$ cat src/rtl/rvfi_multi_reg_check_pkg.sv
// Shared definitions for the rvfi_* trace checkers.
// Register address width and index-width helper.
package rvfi_multi_reg_check_pkg;

   localparam int REG_AW = 5;

   function automatic int idx_w(input int n);
      int w;
      w = 1;
      while ((1 << w) < n)
         w++;
      return w;
   endfunction

endpackage

$ cat src/rtl/rvfi_multi_reg_check_if.sv
// RVFI retirement trace bundle, NRET channels wide.
// The core side drives it, checkers listen.
interface rvfi_multi_reg_check_if
   import rvfi_multi_reg_check_pkg::*;
#(
   parameter int XLEN    = 32,
   parameter int NRET    = 1,
   parameter int ORDER_W = 64
);

   logic [NRET-1:0]         rvfi_valid;
   logic [NRET*ORDER_W-1:0] rvfi_order;
   logic [NRET*REG_AW-1:0]  rvfi_rs1_addr;
   logic [NRET*REG_AW-1:0]  rvfi_rs2_addr;
   logic [NRET*REG_AW-1:0]  rvfi_rd_addr;
   logic [NRET*XLEN-1:0]    rvfi_rs1_rdata;
   logic [NRET*XLEN-1:0]    rvfi_rs2_rdata;
   logic [NRET*XLEN-1:0]    rvfi_rd_wdata;

   modport master (
      output rvfi_valid, rvfi_order,
      output rvfi_rs1_addr, rvfi_rs2_addr,
      output rvfi_rd_addr,
      output rvfi_rs1_rdata, rvfi_rs2_rdata,
      output rvfi_rd_wdata
   );

   modport slave (
      input rvfi_valid, rvfi_order,
      input rvfi_rs1_addr, rvfi_rs2_addr,
      input rvfi_rd_addr,
      input rvfi_rs1_rdata, rvfi_rs2_rdata,
      input rvfi_rd_wdata
   );

endinterface

$ cat src/rtl/rvfi_reg_shadow_slot.sv
// Shadow of one tracked architectural register.
// Walks the channels in order: check reads, then apply the write.
module rvfi_reg_shadow_slot
   import rvfi_multi_reg_check_pkg::*;
#(
   parameter int XLEN      = 32,
   parameter int NRET      = 1,
   parameter bit ZERO_INIT = 1'b0
) (
   input  logic                   clk,
   input  logic                   resetn,
   input  logic [REG_AW-1:0]      reg_idx,
   input  logic [NRET-1:0]        valid,
   input  logic [NRET*REG_AW-1:0] rs1_addr,
   input  logic [NRET*REG_AW-1:0] rs2_addr,
   input  logic [NRET*REG_AW-1:0] rd_addr,
   input  logic [NRET*XLEN-1:0]   rs1_rdata,
   input  logic [NRET*XLEN-1:0]   rs2_rdata,
   input  logic [NRET*XLEN-1:0]   rd_wdata,
   output logic                   written,
   output logic [NRET-1:0]        mism
);

   logic [XLEN-1:0] shadow_q;
   logic [XLEN-1:0] shadow_d;
   logic            written_q;
   logic            written_d;

   logic [REG_AW-1:0] a1;
   logic [REG_AW-1:0] a2;
   logic [REG_AW-1:0] ad;

   // shadow_d/written_d carry lower-channel writes up the chain
   always_comb begin
      shadow_d  = shadow_q;
      written_d = written_q;
      mism      = '0;
      a1        = '0;
      a2        = '0;
      ad        = '0;
      for (int c = 0; c < NRET; c++) begin
         a1 = rs1_addr[c*REG_AW +: REG_AW];
         a2 = rs2_addr[c*REG_AW +: REG_AW];
         ad = rd_addr[c*REG_AW +: REG_AW];
         if (valid[c]) begin
            if (written_d && a1 == reg_idx &&
                shadow_d != rs1_rdata[c*XLEN +: XLEN])
               mism[c] = 1'b1;
            if (written_d && a2 == reg_idx &&
                shadow_d != rs2_rdata[c*XLEN +: XLEN])
               mism[c] = 1'b1;
            if (reg_idx != '0 && ad == reg_idx) begin
               shadow_d  = rd_wdata[c*XLEN +: XLEN];
               written_d = 1'b1;
            end
         end
      end
   end

   always_ff @(posedge clk) begin
      if (!resetn) begin
         shadow_q  <= '0;
         written_q <= ZERO_INIT | (reg_idx == '0);
      end else begin
         shadow_q  <= shadow_d;
         written_q <= written_d;
      end
   end

   assign written = written_q;

endmodule

$ cat src/rtl/rvfi_multi_reg_check.sv
// Register-file consistency checker on the RVFI trace.
// Sticky error flags plus first-failure channel/slot.
module rvfi_multi_reg_check
   import rvfi_multi_reg_check_pkg::*;
#(
   parameter int XLEN        = 32,
   parameter int NRET        = 1,
   parameter int NREGS       = 2,
   parameter int ORDER_W     = 64,
   parameter int ZERO_INIT   = 0,
   parameter int X0_CHECK    = 1,
   parameter int ORDER_CHECK = 1,
   localparam int CW         = idx_w(NRET),
   localparam int SW         = idx_w(NREGS)
) (
   input  logic                    clk,
   input  logic                    resetn,
   input  logic [NREGS*REG_AW-1:0] reg_index,
   rvfi_multi_reg_check_if.slave   rvfi,
   output logic [NREGS-1:0]        written,
   output logic                    err_rs,
   output logic                    err_x0,
   output logic                    err_order,
   output logic                    err_any,
   output logic [CW-1:0]           fail_chan,
   output logic [SW-1:0]           fail_slot
);

   logic [NRET-1:0] mism [NREGS];

   for (genvar k = 0; k < NREGS; k++) begin : g_slot
      rvfi_reg_shadow_slot #(
         .XLEN      (XLEN),
         .NRET      (NRET),
         .ZERO_INIT (ZERO_INIT != 0)
      ) u_slot (
         .clk       (clk),
         .resetn    (resetn),
         .reg_idx   (reg_index[k*REG_AW +: REG_AW]),
         .valid     (rvfi.rvfi_valid),
         .rs1_addr  (rvfi.rvfi_rs1_addr),
         .rs2_addr  (rvfi.rvfi_rs2_addr),
         .rd_addr   (rvfi.rvfi_rd_addr),
         .rs1_rdata (rvfi.rvfi_rs1_rdata),
         .rs2_rdata (rvfi.rvfi_rs2_rdata),
         .rd_wdata  (rvfi.rvfi_rd_wdata),
         .written   (written[k]),
         .mism      (mism[k])
      );
   end

   logic [ORDER_W-1:0] exp_q;
   logic [ORDER_W-1:0] exp_d;
   logic               seen_q;
   logic               seen_d;
   logic [ORDER_W-1:0] ord;
   logic [NRET-1:0]    rs_hit;
   logic [NRET-1:0]    x0_hit;
   logic [NRET-1:0]    ord_hit;

   always_comb begin
      exp_d   = exp_q;
      seen_d  = seen_q;
      ord     = '0;
      rs_hit  = '0;
      x0_hit  = '0;
      ord_hit = '0;
      for (int c = 0; c < NRET; c++) begin
         ord = rvfi.rvfi_order[c*ORDER_W +: ORDER_W];
         if (rvfi.rvfi_valid[c]) begin
            for (int k = 0; k < NREGS; k++)
               if (mism[k][c])
                  rs_hit[c] = 1'b1;
            if (X0_CHECK != 0) begin
               if (rvfi.rvfi_rs1_addr[c*REG_AW +: REG_AW] == '0 &&
                   rvfi.rvfi_rs1_rdata[c*XLEN +: XLEN] != '0)
                  x0_hit[c] = 1'b1;
               if (rvfi.rvfi_rs2_addr[c*REG_AW +: REG_AW] == '0 &&
                   rvfi.rvfi_rs2_rdata[c*XLEN +: XLEN] != '0)
                  x0_hit[c] = 1'b1;
               if (rvfi.rvfi_rd_addr[c*REG_AW +: REG_AW] == '0 &&
                   rvfi.rvfi_rd_wdata[c*XLEN +: XLEN] != '0)
                  x0_hit[c] = 1'b1;
            end
            if (ORDER_CHECK != 0 && seen_d && ord != exp_d)
               ord_hit[c] = 1'b1;
            exp_d  = ord + ORDER_W'(1);
            seen_d = 1'b1;
         end
      end
   end

   logic          found;
   logic [CW-1:0] f_chan;
   logic [SW-1:0] f_slot;

   // lowest failing channel; within it the lowest mismatching slot
   always_comb begin
      found  = 1'b0;
      f_chan = '0;
      f_slot = '0;
      for (int c = 0; c < NRET; c++) begin
         if (!found && (rs_hit[c] | x0_hit[c] | ord_hit[c])) begin
            found  = 1'b1;
            f_chan = CW'(c);
            for (int k = NREGS - 1; k >= 0; k--)
               if (mism[k][c])
                  f_slot = SW'(k);
         end
      end
   end

   always_ff @(posedge clk) begin
      if (!resetn) begin
         exp_q     <= '0;
         seen_q    <= 1'b0;
         err_rs    <= 1'b0;
         err_x0    <= 1'b0;
         err_order <= 1'b0;
         fail_chan <= '0;
         fail_slot <= '0;
      end else begin
         exp_q     <= exp_d;
         seen_q    <= seen_d;
         err_rs    <= err_rs | (|rs_hit);
         err_x0    <= err_x0 | (|x0_hit);
         err_order <= err_order | (|ord_hit);
         if (found && !err_any) begin
            fail_chan <= f_chan;
            fail_slot <= f_slot;
         end
      end
   end

   assign err_any = err_rs | err_x0 | err_order;

`ifdef FORMAL
   always_comb begin
      if (resetn) begin
         a_rs    : assert (rs_hit == '0);
         a_x0    : assert (x0_hit == '0);
         a_order : assert (ord_hit == '0);
      end
   end
`endif

endmodule
$ cat src/flat_wrapper.sv
// flat-port wrapper written by rule: the top's interface ports become plain ports
module rvfi_multi_reg_check_flat import rvfi_multi_reg_check_pkg::*;
#(
   parameter int XLEN        = 32,
   parameter int NRET        = 1,
   parameter int NREGS       = 2,
   parameter int ORDER_W     = 64,
   parameter int ZERO_INIT   = 0,
   parameter int X0_CHECK    = 1,
   parameter int ORDER_CHECK = 1,
   localparam int CW         = idx_w(NRET),
   localparam int SW         = idx_w(NREGS)
)
  (clk, resetn, reg_index, written, err_rs, err_x0, err_order, err_any, fail_chan, fail_slot, rvfi_rvfi_valid, rvfi_rvfi_order, rvfi_rvfi_rs1_addr, rvfi_rvfi_rs2_addr, rvfi_rvfi_rd_addr, rvfi_rvfi_rs1_rdata, rvfi_rvfi_rs2_rdata, rvfi_rvfi_rd_wdata);
  rvfi_multi_reg_check_if #(.XLEN(XLEN), .NRET(NRET), .ORDER_W(ORDER_W)) rvfi_i ();
  input  logic clk;
  input  logic resetn;
  input  logic [NREGS*REG_AW-1:0] reg_index;
  output logic [NREGS-1:0] written;
  output logic err_rs;
  output logic err_x0;
  output logic err_order;
  output logic err_any;
  output logic [CW-1:0] fail_chan;
  output logic [SW-1:0] fail_slot;
  input wire logic [$bits(rvfi_i.rvfi_valid)-1:0] rvfi_rvfi_valid;
  input wire logic [$bits(rvfi_i.rvfi_order)-1:0] rvfi_rvfi_order;
  input wire logic [$bits(rvfi_i.rvfi_rs1_addr)-1:0] rvfi_rvfi_rs1_addr;
  input wire logic [$bits(rvfi_i.rvfi_rs2_addr)-1:0] rvfi_rvfi_rs2_addr;
  input wire logic [$bits(rvfi_i.rvfi_rd_addr)-1:0] rvfi_rvfi_rd_addr;
  input wire logic [$bits(rvfi_i.rvfi_rs1_rdata)-1:0] rvfi_rvfi_rs1_rdata;
  input wire logic [$bits(rvfi_i.rvfi_rs2_rdata)-1:0] rvfi_rvfi_rs2_rdata;
  input wire logic [$bits(rvfi_i.rvfi_rd_wdata)-1:0] rvfi_rvfi_rd_wdata;
  assign rvfi_i.rvfi_valid = rvfi_rvfi_valid;
  assign rvfi_i.rvfi_order = rvfi_rvfi_order;
  assign rvfi_i.rvfi_rs1_addr = rvfi_rvfi_rs1_addr;
  assign rvfi_i.rvfi_rs2_addr = rvfi_rvfi_rs2_addr;
  assign rvfi_i.rvfi_rd_addr = rvfi_rvfi_rd_addr;
  assign rvfi_i.rvfi_rs1_rdata = rvfi_rvfi_rs1_rdata;
  assign rvfi_i.rvfi_rs2_rdata = rvfi_rvfi_rs2_rdata;
  assign rvfi_i.rvfi_rd_wdata = rvfi_rvfi_rd_wdata;
  rvfi_multi_reg_check #(.XLEN(XLEN), .NRET(NRET), .NREGS(NREGS), .ORDER_W(ORDER_W), .ZERO_INIT(ZERO_INIT), .X0_CHECK(X0_CHECK), .ORDER_CHECK(ORDER_CHECK)) u_core (.clk(clk), .resetn(resetn), .reg_index(reg_index), .rvfi(rvfi_i), .written(written), .err_rs(err_rs), .err_x0(err_x0), .err_order(err_order), .err_any(err_any), .fail_chan(fail_chan), .fail_slot(fail_slot));
endmodule
$ cat config.mk
export PLATFORM = sky130hd
export DESIGN_NAME = rvfi_multi_reg_check_flat
export DESIGN_NICKNAME = d
export VERILOG_FILES = /design/src/rtl/rvfi_multi_reg_check_pkg.sv /design/src/rtl/rvfi_multi_reg_check_if.sv /design/src/rtl/rvfi_reg_shadow_slot.sv /design/src/rtl/rvfi_multi_reg_check.sv /design/src/flat_wrapper.sv
export SDC_FILE = /design/constraint.sdc
export NUM_CORES = 1
export LEC_CHECK = 0
export CAP_MARGIN = 0
export CORE_AREA = 5 5 114 223
export CTS_CLUSTER_DIAMETER = 30
export DETAILED_ROUTE_END_ITERATION = 16
export DIE_AREA = 0 0 119 228
export SETUP_SLACK_MARGIN = 0.3
export SLEW_MARGIN = 20
export SYNTH_ARGS = -nofsm -noshare
export SYNTH_HDL_FRONTEND = slang
export SYNTH_HIERARCHICAL = 1
export SYNTH_SLANG_ARGS = --single-unit
$ cat constraint.sdc
create_clock -name clk -period 8.2 [get_ports clk]
set_clock_uncertainty 0.2 [all_clocks]
set_input_delay 1.64 -clock clk [delete_from_list [all_inputs] [get_ports clk]]
set_output_delay 1.64 -clock clk [all_outputs]
set_load 0.01 [all_outputs]
Yosys cells after proc, flatten, opt, wreduce, memory -nomap -nowiden
Index checks and enable logic that the tools add are counted.
W data, S select, Z words.
{"block": "word_totals", "ff_bits": 135, "inputBits": 188, "out_inout_bits": 8, "elab_cells": 87}
{"block": "op_classes", "add_sub_neg": 1, "eq_ne": 14, "mux": 25, "bitwise_logic": 7, "n_reduce_logical": 30}
{"operator": "$ne A32 B32 Y1", "count": 4}
{"operator": "$reduce_bool A32 Y1", "count": 3}
{"operator": "$add A64 B1 Y64 const B", "count": 1}
{"operator": "$ne A64 B64 Y1", "count": 1}
{"operator": "$eq A5 B5 Y1", "count": 6}
{"operator": "$logic_not A5 Y1", "count": 5}
{"operator": "$mux W1", "count": 25}
{"operator": "$logic_and A1 B1 Y1", "count": 15}
{"operator": "$reduce_bool A5 Y1", "count": 2}
{"operator": "$reduce_and A2 Y1", "count": 4}
{"operator": "$or A1 B1 Y1", "count": 7}
{"operator": "$ne A2 B1 Y1 const B", "count": 3}
{"operator": "$logic_not A1 Y1", "count": 1}

Longest topological paths before layout
{"block": "depth", "depth_word": 13, "ltp_mapped": 9}

By module
Netlist, hierarchy kept.
{"mod": "rvfi_multi_reg_check", "n_inst": 1, "cells_per_inst": 547, "area_each_um2": 4428.0, "seq_area_each_um2": 1381.3}
{"mod": "rvfi_reg_shadow_slot", "n_inst": 2, "cells_per_inst": 217, "area_each_um2": 2158.3, "seq_area_each_um2": 670.6}

Worst setup path after synthesis
Ideal clock, no wire load.
{"block": "synth_path", "path_type": "input-to-reg", "startpoint": "in rvfi_rvfi_order[9]", "endpoint": "reg u_core.exp_q[56]", "arrival_time_ps": 3738, "required_ps": 7866, "slack_ps": 4128, "path_stages": 9, "path_buffers": 3, "path_cell_list": "buf_2 > nand4_1 > or4_1 > clkbuf_1 > or4_1 > buf_6 > nor3_4 > xnor2_1 > a211oi_2"}
{"block": "synth_via", "elab_chain_cells": 1}
{"element": "start: declaration", "line_no": "flat_wrapper.sv:27", "source": "input wire logic [$bits(rvfi_i.rvfi_order)-1:0] rvfi_rvfi_order;"}
{"element": "$add A64 B1 Y64", "line_no": "rvfi_multi_reg_check.sv:87", "source": "exp_d = ord + ORDER_W'(1);"}
{"element": "end signal: assignment", "line_no": "rvfi_multi_reg_check.sv:123", "source": "exp_q <= exp_d;"}
{"element": "end: declaration", "line_no": "rvfi_multi_reg_check.sv:52", "source": "logic [ORDER_W-1:0] exp_q;"}
Every way passes these cells.
A chain may end at the register's enable or synchronous reset.

Final worst setup path
{"block": "layout_path", "startpoint": "in rvfi_rvfi_order[9]", "endpoint": "reg u_core.exp_q[40]"}
The elaborated chain is that of the path after synthesis.

==> impl_metrics.json <==
{
  "maxCapViolCount": 0,
  "ys_async_sr_fraction_pct": 0,
  "yosys_warnings": 6,
  "gp_congestion": 0.942,
  "grt_pass1_wl_um": 49800,
  "hpwlAfterDp_um": 27500,
  "antenna_found_initial": 1,
  "hold_violations": 0,
  "fp.dieArea_um2": 27100,
  "crit_cells": 8,
  "crit_type": "input port to flop",
  "netlist_area_um2": 8740,
  "syn_to_final_growth_pct": 31.6,
  "syn_avg_cell_area_um2": 8.91,
  "slew_viol_final": 0,
  "ios": 196,
  "crit_family": "simple AND/OR/NAND/NOR gates",
  "slowest_stage": "or4_1",
  "rows": 79,
  "powerDensity_nw_per_um2": 167,
  "cp.buffers_inverters": 1,
  "min_period_ps": 4620,
  "initial_core_util_pct": 37.5,
  "gr-total-overflow": 0,
  "synthTopCellsByArea": "dfxtp_1 (30%), xor2_1 (17%), xnor2_1 (11%)",
  "cts_tree": "done",
  "clock_path_buffers": 2,
  "yosysTopAreaCellShare_pct": 30.4,
  "clkTransAtPathRegs_ps": 60,
  "grt_usage_pct": 24.8,
  "wire_per_inst_um": 23.4,
  "final_common_cell": "clkdlybuf4s50_1",
  "die_height_um": 228,
  "coreArea_um2": 23300,
  "postSynthCellCount": 981,
  "dp_cells": 1420,
  "post_cts_resized": 0,
  "drtPass1Iterations": 4,
  "clk_root_buffer_cell": "clkbuf_16",
  "htreeDepth": 4,
  "synth_fp_nets": 1170,
  "crit_chain": "clkdlybuf4s50_1 -> nand4_1 -> or4_1 -> nand2b_1 -> nor2_1 -> nand2_1 -> xor2_1 -> a211oi_1",
  "critical-path-max-stage-delay_ps": 810,
  "rsz0062_at_grt": "false",
  "routed_wl_um": 33900,
  "first_global_vias": 8199,
  "worstReg2RegEnd": "u_core/fail_slot$_SDFFE_PN0P_",
  "rr_startpoint": "u_core/g_slot[1].u_slot/shadow_q[22]$_SDFFE_PN0P_",
  "hp-start": "u_core/seen_q$_SDFFE_PN0P_",
  "p_leak_uw": 0.00405,
  "drive_above_1_share_pct": 4.28,
  "cts.sinks": 135,
  "synth.distinct_cells": 46,
  "endpoint_kind": "flop",
  "cp-start-kind": "input port",
  "finalSetupViolations": 0,
  "grt_max_degree": 112,
  "ir_drop_mv": 0.133,
  "relSlewSlack_pct": 30.0,
  "synth-edff-count": 2,
  "clock_latency_ps": 430,
  "crit_required_ps": 8330,
  "synth.ff_latch_count": 135,
  "drtIter0Drc": 405,
  "r2r_cells": 8,
  "worstHoldEndpoint": "u_core/seen_q$_SDFFE_PN0P_",
  "port_buffers": 194,
  "fillers": 2300,
  "totalPowerFinal_uw": 1930,
  "finalNonFillerCells": 1453,
  "whs_path_depth": 2,
  "critical_path.max_fanout": 8,
  "ys_seq_area_share_pct": 31.1,
  "die_w_um": 119,
  "post-cts-setup-buffers": 0,
  "setup_tns_ps": 0,
  "worstMarginPinSlew_ps": 1050,
  "vias": 7915,
  "status": "completed",
  "fmax_ghz": 0.216,
  "cts_hold_buf": 0,
  "final_cell_mix": "clkdlybuf4s50_1 (192), xor2_1 (168), dfxtp_1 (133)",
  "fin_crit_sh_pct": 56.4,
  "r2r_slack_ps": 5290,
  "viasPerCell": 5.45,
  "hold_path_class": "flop to flop",
  "crit_arrival_ps": 4750,
  "antenna_left": 0,
  "synthFlopType": "dfxtp_1",
  "yosys.area.top_type": "dfxtp_1",
  "drcViolationCount": 0,
  "cts-buffers-inserted": 17,
  "final_nets": 1345
}
## cell usage after synthesis (2+ instances only)
cell       count
and4_1         6
a21oi_1       41
inv_1          9
o41ai_1        2
o2111ai_1      3
nand2_1       27
nand4_1       52
and2_1         5
nand2_2        2
nor2_1        49
o21bai_1       2
a211oi_1      21
nand3_1       21
nor2b_1       65
buf_8          6
o21a_1         2
and3_1         9
a211oi_4       2
edfxtp_1       2
nor3_1         8
nor4_1        66
o21ai_0       43
dfxtp_1      133
or4_1          5
mux2i_1       66
xnor2_1      114
nand2b_1       3
clkbuf_1      32
xor2_1       168
## worst register-to-register path: stages, from the launching register on
cell     delay [ps]
dfxtp_1         480
xor2_1          110
nor4_1          550
nand4_1         300
o21ai_0         300
o41ai_1         170
o21a_1          230
o31ai_1         290
mux2i_1         200
## state kept, by name, summed over array words and instances (netlist names)
| signal | count |
|---|---|
| u_core/seen_q | 1 |
| u_core/err_order | 1 |
| u_core/exp_q | 64 |
| u_core/err_x0 | 1 |
| u_core/fail_slot | 1 |
| u_core/g_slot.u_slot/written | 2 |
| u_core/g_slot.u_slot/shadow_q | 64 |
| u_core/err_rs | 1 |
## metrics by stage
step	setup slack [ps]	instance area, um^2	util (%)	hold slack [ps]
finish	3580	11500	49.3	263
floorplan	4130	8740	-	227
global route	3450	11500	49.3	286
global placement	3200	10800	46.4	245
CTS	3630	11500	49.3	264
detailed placement	3150	10800	46.4	249
## worst max path at each step
| stage | start | endpoint | slack (ps) |
|---|---|---|---|
| after detailed placement | rvfi_rvfi_order[9] | u_core/exp_q[40]$_SDFFE_PN0P_ | 3150 |
| after global placement | rvfi_rvfi_order[9] | u_core/exp_q[40]$_SDFFE_PN0P_ | 3200 |
| after global routing | rvfi_rvfi_order[9] | u_core/exp_q[40]$_SDFFE_PN0P_ | 3450 |
| final | rvfi_rvfi_order[9] | u_core/exp_q[40]$_SDFFE_PN0P_ | 3580 |
| after CTS | rvfi_rvfi_order[9] | u_core/exp_q[40]$_SDFFE_PN0P_ | 3630 |
| after floorplan | rvfi_rvfi_order[9] | u_core/exp_q[56]$_SDFFE_PN0P_ | 4130 |
## per-layer routing
metal	wire, um	vias up	share of wire [%]	GRT usage (%)
li1	-	3818	-	-
met1	10600	3666	31	21.3
met2	18000	307	53	45.3
met3	1680	124	4.9	6.17
met4	3650	0	11	23.6
met5	0	-	0	0
## report_power, final
part	switching (uW)	internal, uW
clock network	298	582
logic	173	168
registers	20.5	685
## layout make-up
class,instances,area (um^2),area share (%)
multi-input combinational,794,5750,49.9
clock buffer,21,492,4.27
inverter,10,37.5,0.326
antenna,1,2.50,0.0217
tap,283,354,3.08
sequential,135,2720,23.7
timing repair buffer,198,1960,17.1
clock inverter,11,190,1.65
## logic make-up (layout without fill, tap and decap cells)
group / count (synthesis) / in the layout / synth area share, %
buf+inv: 52 / 240 / 3.16
xor+xnor: 282 / 282 / 28.2
compound gates: 118 / 118 / 8.14
flops: 135 / 135 / 31.1
other cells: 1 / 2 / 0.0429
simple gates: 326 / 326 / 21.6
mux: 66 / 66 / 7.55
fa+ha+maj: 1 / 1 / 0.143
(Power assumes the default switching activity.)
